<file path="src/rtl/mvm_stream_skid_fifo.sv">
// Elastic LANES x WIDTH ready/valid FIFO between the operand path and the MVM core; optional SKID_BYPASS_EN.
// Latency: 1 cycle from push to head (0 cycles through the bypass when empty and SKID_BYPASS_EN is defined).
// Backpressure: in_ready comes only from registered state and drops at count==DEPTH; flush empties synchronously.
module mvm_stream_skid_fifo #(
    parameter int WIDTH     = 8,
    parameter int LANES     = 8,
    parameter int DEPTH     = 4,
    parameter int AF_THRESH = 3
) (
    input  logic                       clk,
    input  logic                       rstn,
    input  logic                       flush,
    input  logic                       in_valid,
    input  logic [LANES*WIDTH-1:0]     in_data,
    output logic                       in_ready,
    output logic                       out_valid,
    output logic [LANES*WIDTH-1:0]     out_data,
    input  logic                       out_ready,
    output logic [$clog2(DEPTH+1)-1:0] count,
    output logic                       almost_full
);
    localparam int DW = LANES * WIDTH;
    localparam int AW = $clog2(DEPTH);
    localparam int CW = $clog2(DEPTH + 1);
    localparam logic [CW-1:0] FULL_CNT = CW'(DEPTH);
    localparam logic [CW-1:0] AF_CNT   = CW'(AF_THRESH);

    logic [DW-1:0] mem [DEPTH];
    logic [AW-1:0] rd_ptr;
    logic [AW-1:0] wr_ptr;
    logic [CW-1:0] cnt;
    logic          rst_done;
    logic          stored_vld;
    logic          push;
    logic          store;
    logic          pop_mem;

    assign stored_vld  = (cnt != '0);
    assign in_ready    = rst_done && (cnt != FULL_CNT);
    assign push        = in_valid && in_ready;
    assign pop_mem     = stored_vld && out_ready;
    assign count       = cnt;
    assign almost_full = (cnt >= AF_CNT);

`ifdef SKID_BYPASS_EN
    logic bypass_vld;
    logic bypass;

    // When empty the incoming word is presented straight to the output; it is
    // written to storage only if downstream does not take it this cycle.
    assign bypass_vld = !stored_vld && in_valid && rst_done && !flush;
    assign bypass     = bypass_vld && out_ready;
    assign store      = push && !bypass;
    assign out_valid  = stored_vld || bypass_vld;
    assign out_data   = stored_vld ? mem[rd_ptr] : (bypass_vld ? in_data : '0);
`else
    assign store      = push;
    assign out_valid  = stored_vld;
    assign out_data   = stored_vld ? mem[rd_ptr] : '0;
`endif

    // Storage is deliberately not reset; only pointers and count are.
    always_ff @(posedge clk) begin
        if (store && !flush) begin
            mem[wr_ptr] <= in_data;
        end
    end

    always_ff @(posedge clk or negedge rstn) begin
        if (!rstn) begin
            rst_done <= 1'b0;
            rd_ptr   <= '0;
            wr_ptr   <= '0;
            cnt      <= '0;
        end else begin
            rst_done <= 1'b1;
            if (flush) begin
                rd_ptr <= '0;
                wr_ptr <= '0;
                cnt    <= '0;
            end else begin
                if (store) begin
                    wr_ptr <= wr_ptr + AW'(1);
                end
                if (pop_mem) begin
                    rd_ptr <= rd_ptr + AW'(1);
                end
                case ({store, pop_mem})
                    2'b10:   cnt <= cnt + CW'(1);
                    2'b01:   cnt <= cnt - CW'(1);
                    default: cnt <= cnt;
                endcase
            end
        end
    end
endmodule

</file>
<file path="config.mk">
export PLATFORM = sky130hd
export DESIGN_NAME = mvm_stream_skid_fifo
export DESIGN_NICKNAME = d
export VERILOG_FILES = /design/src/rtl/mvm_stream_skid_fifo.sv
export SDC_FILE = /design/constraint.sdc
export NUM_CORES = 1
export LEC_CHECK = 0
export CORE_AREA = 3 3 141 143
export DETAILED_ROUTE_END_ITERATION = 6
export DIE_AREA = 0 0 144 146
export PLACE_DENSITY = 0.91
export SLEW_MARGIN = 15
export SYNTH_ARGS = -nofsm -noshare
export SYNTH_HDL_FRONTEND = slang
export SYNTH_SLANG_ARGS = --single-unit
</file>
<file path="constraint.sdc">
create_clock -name clk -period 8.4 [get_ports clk]
set_input_delay 1.26 -clock clk [delete_from_list [all_inputs] [get_ports clk]]
set_output_delay 1.26 -clock clk [all_outputs]
set_load 0.03 [all_outputs]
</file>
Yosys cells after proc, flatten, opt, wreduce, memory -nomap -nowiden
Memory sizes are Yosys's and may differ from the RTL's.
Cells that the tools add are included.
{"block": "word_totals", "elab_cells": 31, "inputBits": 69, "out_inout_bits": 70, "register_bits": 8, "mem_bits_rw": 256, "memories": 1}
{"block": "op_classes", "addsub": 4, "reduce_logical": 9, "magnitude_cmp": 1, "mux": 9, "eq_ne": 3}
{"name": "mem", "depth": 4, "word_bits": 64, "rd": 1, "rd_ports_with_merged_regs": 0, "write_ports": 1, "line_no": "28", "rtl": "logic [DW-1:0] mem [DEPTH];"}
{"operator": "$mux 64", "count": 1}
{"operator": "$mux 2", "count": 4}
{"operator": "$pmux 3 s2", "count": 1}
{"operator": "$reduce_bool 3->1", "count": 2}
{"operator": "$add 2x1->2 const B", "count": 2}
{"operator": "$logic_and 1x1->1", "count": 4}
{"operator": "$reduce_bool 2->1", "count": 2}
{"operator": "$add 3x1->3 const B", "count": 1}
{"operator": "$ge 3x2->1 const B", "count": 1}
{"operator": "$mux 3", "count": 1}
{"operator": "$ne 3x3->1 const B", "count": 1}
{"operator": "$sub 3x1->3 const B", "count": 1}
{"operator": "$eq 2x1->1 const B", "count": 1}
{"operator": "$eq 2x2->1 const B", "count": 1}
{"operator": "$mux 1", "count": 2}
{"operator": "$logic_not 1->1", "count": 1}

Logic depth before layout (Yosys ltp)
{"block": "logic_depth", "word_depth": 6, "depth_mapped": 9, "mapped_depth_nobuf": 8}

Worst setup path after synthesis
Ideal clock, no wire load.
{"block": "synth_path", "path_kind": "input to register", "start": "input port flush", "end": "memory mem[0][0] (netlist bit) (enable)", "arrival_time_ns": 3.160, "slack_ns": 4.811, "n_path_buf": 1, "setup_ns": 0.429, "path_stages": 3, "required_ns": 7.971, "path_cell_list": "buf_4 > and3b_1 > and2_1"}
{"block": "synth_via", "elab_chain_cells": 4}
{"item": "start: declaration", "line_no": "12", "rtl": "input logic flush,"}
{"item": "$logic_not 1->1", "line_no": "64", "rtl": "if (store && !flush) begin"}
{"item": "$logic_and 1x1->1", "line_no": "64"}
{"item": "$mux 1", "line_no": "64"}
{"item": "$mux 1 (implied by the code)", "line_no": "65", "rtl": "mem[wr_ptr] <= in_data;"}
{"item": "end: declaration", "line_no": "28"}
No other way between the ends.

Worst setup path in the final report
{"block": "layout_path", "start": "register rd_ptr[0]", "end": "output port out_data[0]"}
{"block": "layout_via", "elab_chain_cells": 2}
{"item": "start: declaration", "line_no": "29", "rtl": "logic [AW-1:0] rd_ptr;"}
{"item": "start signal: assignment", "line_no": "86", "rtl": "rd_ptr <= rd_ptr + AW'(1);"}
{"item": "$mem_v2 4x64"}
{"item": "$mux 64", "line_no": "59", "rtl": "assign out_data = stored_vld ? mem[rd_ptr] : '0;"}
{"item": "end: declaration", "line_no": "17", "rtl": "output logic [LANES*WIDTH-1:0] out_data,"}
No other way between the ends.

==> impl_results.md <==
* Distinct cells, synth at 35
* Via density at 5.674
* Total Power at 0.003836 W
* Max Buffers Root-to-Sink at 3
* DRT iter0 DRCs at 270
* WL per Instance at 21.86 um
* R2r setup slk at 5.86 ns
* Final Max Slew Viols at 0
* Die H at 146 um
* Pre-CTS setup slack at 4.141 ns
* Cell with the most instances after synthesis: edfxtp_1
* Final Wtd Congestion at 0.7163
* Run status: complete, no violations
* Cell family with most CP delay: buffers and inverters
* Initial antenna violation count at 1
* Synth warnings at 0
* Leakage at 4.021 nW
* Gr usage total at 0.1828
* Synthesized Nets at 533
* # setup viols final at 0
* Cts bufs inserted at 27
* NumNets Final at 678
* CTS root buffer: clkbuf_16
* Buf/Inv on CP at 2
* RSZ-0062 raised after global routing: no
* Ports at 139
* Final Non-Filler Cells at 858
* Syn Area/Cell at 22.17 um2
* CP max stage delay at 0.85 ns
* N_diodes at 0
* Commonest cells post-synth: 256 x edfxtp_1, 68 x and2_1, 64 x mux4_2
* Post-detailed-placement cell area at 11,770 um2
* DRC at 0
* PnR worst setup slack at 3.702 ns
* First-pass GRT wire length at 29.82 mm
* Post-CTS resize count at 0
* Max Cap Viol at 0
* Synth top area cells: edfxtp_1 76%, mux4_2 14%, and2_1 4.2%, dfrtp_1 2.0%, ha_1 0.49%
* Worst rel slew slack at 0.3369
* Die area at 21,020 um2
* Post-Synthesis Cell Area at 10,180 um2
* Number of synthesized flops with an enable pin at 256
* Seq/Total Area, Yosys at 0.7750
* Tightest Pin Transition at 0.9946 ns
* Post-CTS Setup Inserts at 0
* Clk_lat worst skew at 0.51 ns
* Fin crit period at 4.698 ns
* Hold Path Class: reg2reg
* Drt pass-1 iters at 4
* Synth Flop Type: edfxtp_1
* Layout cells sized above 1 at 0.1811
* ANT nets after route at 0
* Worst setup SP type: flip-flop
* Worst Setup End Kind: output port
* Die width at 144 um
* F_max at 0.2129 GHz
* Worst-path clk slew at 0.06 ns
* Worst path cell trace: buf_4 > mux4_2 > and2_1 > clkdlybuf4s50_1
* Final HPWL DP at 10.74 mm
* Arrival time worst endpoint at 3.44 ns
* FFs w/ async S/R, synth at 0.03030
* Crit path max fanout at 35
* CTS Sinks at 264
* Critical Path RT at 7.14 ns
* CTS tree: done
* Initial Utilization at 0.5441
* Layout area overhead at 23.97%
* Cell type with the largest total area after synthesis: edfxtp_1
* Clock skew at 0.01354 ns
* H-tree levels at 1
* Largest net degree at the start of global routing at 67
* Post-synthesis cell count at 459
* Cells after DPL at 809
* Final Cycle Share at 0.5592
* Vias in the first global route at 5,457
* Total negative slack at 0 ns
* Number of synthesized register bits at 264
* Peak supply drop at 0.4154 mV
* Pwr Density at 304.0 nW/um2
* Routed WL at 18.76 mm
* Fin. Hold Viols at 0
* Total via count in the routed design at 4,868
* Final Instance Area at 12,620 um2
* Core Box Area at 18,710 um2
* Crit-path slowest cell: dfrtp_4
* Remaining global-route overflow at 0
* # hold bufs at CTS at 0
* WS Path Type: reg2out
* Std-Cell Rows at 50
* Port Buffer Count at 138
* Area share of the largest cell type after synthesis at 0.7553
[cell usage in the layout (no fill, tap or decap), types with 2 or more instances in the layout]
| cell type | instances |
|---|---|
| xor2_1 | 2 |
| nand2b_1 | 2 |
| dfrtp_1 | 6 |
| edfxtp_1 | 256 |
| nor2_1 | 6 |
| clkbuf_16 | 27 |
| bufinv_16 | 3 |
| and2_1 | 64 |
| mux4_2 | 64 |
| inv_1 | 3 |
| mux2i_1 | 2 |
| dfrtp_4 | 2 |
| clkinv_1 | 7 |
| clkdlybuf4s50_1 | 138 |
| clkbuf_1 | 8 |
| clkinv_2 | 3 |
| ha_1 | 4 |
| and2_4 | 4 |
| nand2_1 | 2 |
[flip-flops by register name (all words and copies together), names as in the netlist]
register	flops
count	3
mem	256
rd_ptr	2
rst_done	1
wr_ptr	2
[path summary, 6_finish.rpt]
check                                             end  cells past startpoint                  start
min in group asynchronous        count[0]$_DFFE_PN0P_                      1                   rstn
worst min-delay path            wr_ptr[1]$_DFFE_PN0P_                      2  wr_ptr[1]$_DFFE_PN0P_
worst max-delay path                      out_data[0]                      4  rd_ptr[0]$_DFFE_PN0P_
worst max register to register   count[2]$_DFFE_PN0P_                      7   count[0]$_DFFE_PN0P_
worst min register to register  wr_ptr[1]$_DFFE_PN0P_                      2  wr_ptr[1]$_DFFE_PN0P_
max in group asynchronous       rd_ptr[1]$_DFFE_PN0P_                      1                   rstn
[where the power goes]
group | leakage (nW) | switching, W | internal (W) | total, W
Combinational | 1.20 | 0.000627 | 0.000527 | 0.00115
Clock | 0.407 | 0.000452 | 0.000680 | 0.00113
Sequential | 2.41 | 0.0000617 | 0.00149 | 0.00155
Total | 4.02 | 0.00114 | 0.00269 | 0.00384
[final cells by class]
class / count / area [um2]
well taps: 234 / 292.8
multi-input cells: 169 / 2185
repair buffers: 139 / 1389
clock inverters: 14 / 138.9
fillers: 1139 / 6088
flip-flops and latches: 264 / 7895
inverters: 3 / 11.26
clock buffers: 35 / 705.7
[kinds of logic (layout without fill, tap and decap cells)]
logic type | after synthesis | in the layout | synth area share
flops | 264 | 264 | 0.7750
simple gates | 88 | 88 | 0.05373
mux | 67 | 67 | 0.1451
buf+inv | 26 | 191 | 0.01168
fa+ha+maj | 5 | 5 | 0.006885
compound gates | 4 | 4 | 0.003073
xor+xnor | 4 | 4 | 0.004181
other cells | 1 | 1 | 0.0003685
[layer usage]
metal / track usage / up-vias / part of all wire
met2: 0.3117 / 176 / 0.53
met3: 0.03582 / 34 / 0.061
met5: 0 / - / 0.0011
li1: - / 2143 / -
met1: 0.2426 / 2513 / 0.39
met4: 0.04896 / 2 / 0.017
[worst reg2reg max path, stage by stage, from the launching register on]
cell	delay (ns)
dfrtp_1	0.49
o31ai_2	0.55
nor2_1	0.12
fa_1	0.43
and3_1	0.17
and3_2	0.21
or3_1	0.34
a21oi_1	0.15
[metrics by stage]
step | util | hold slack [ns]
2_1_floorplan | - | 0.5382
5_1_grt | 0.6745 | 0.6657
4_1_cts | 0.6743 | 0.6049
3_5_place_dp | 0.6292 | 0.5886
3_3_place_gp | 0.6292 | 0.5527
6_report | 0.6745 | 0.6130
(Power assumes the default switching activity.)
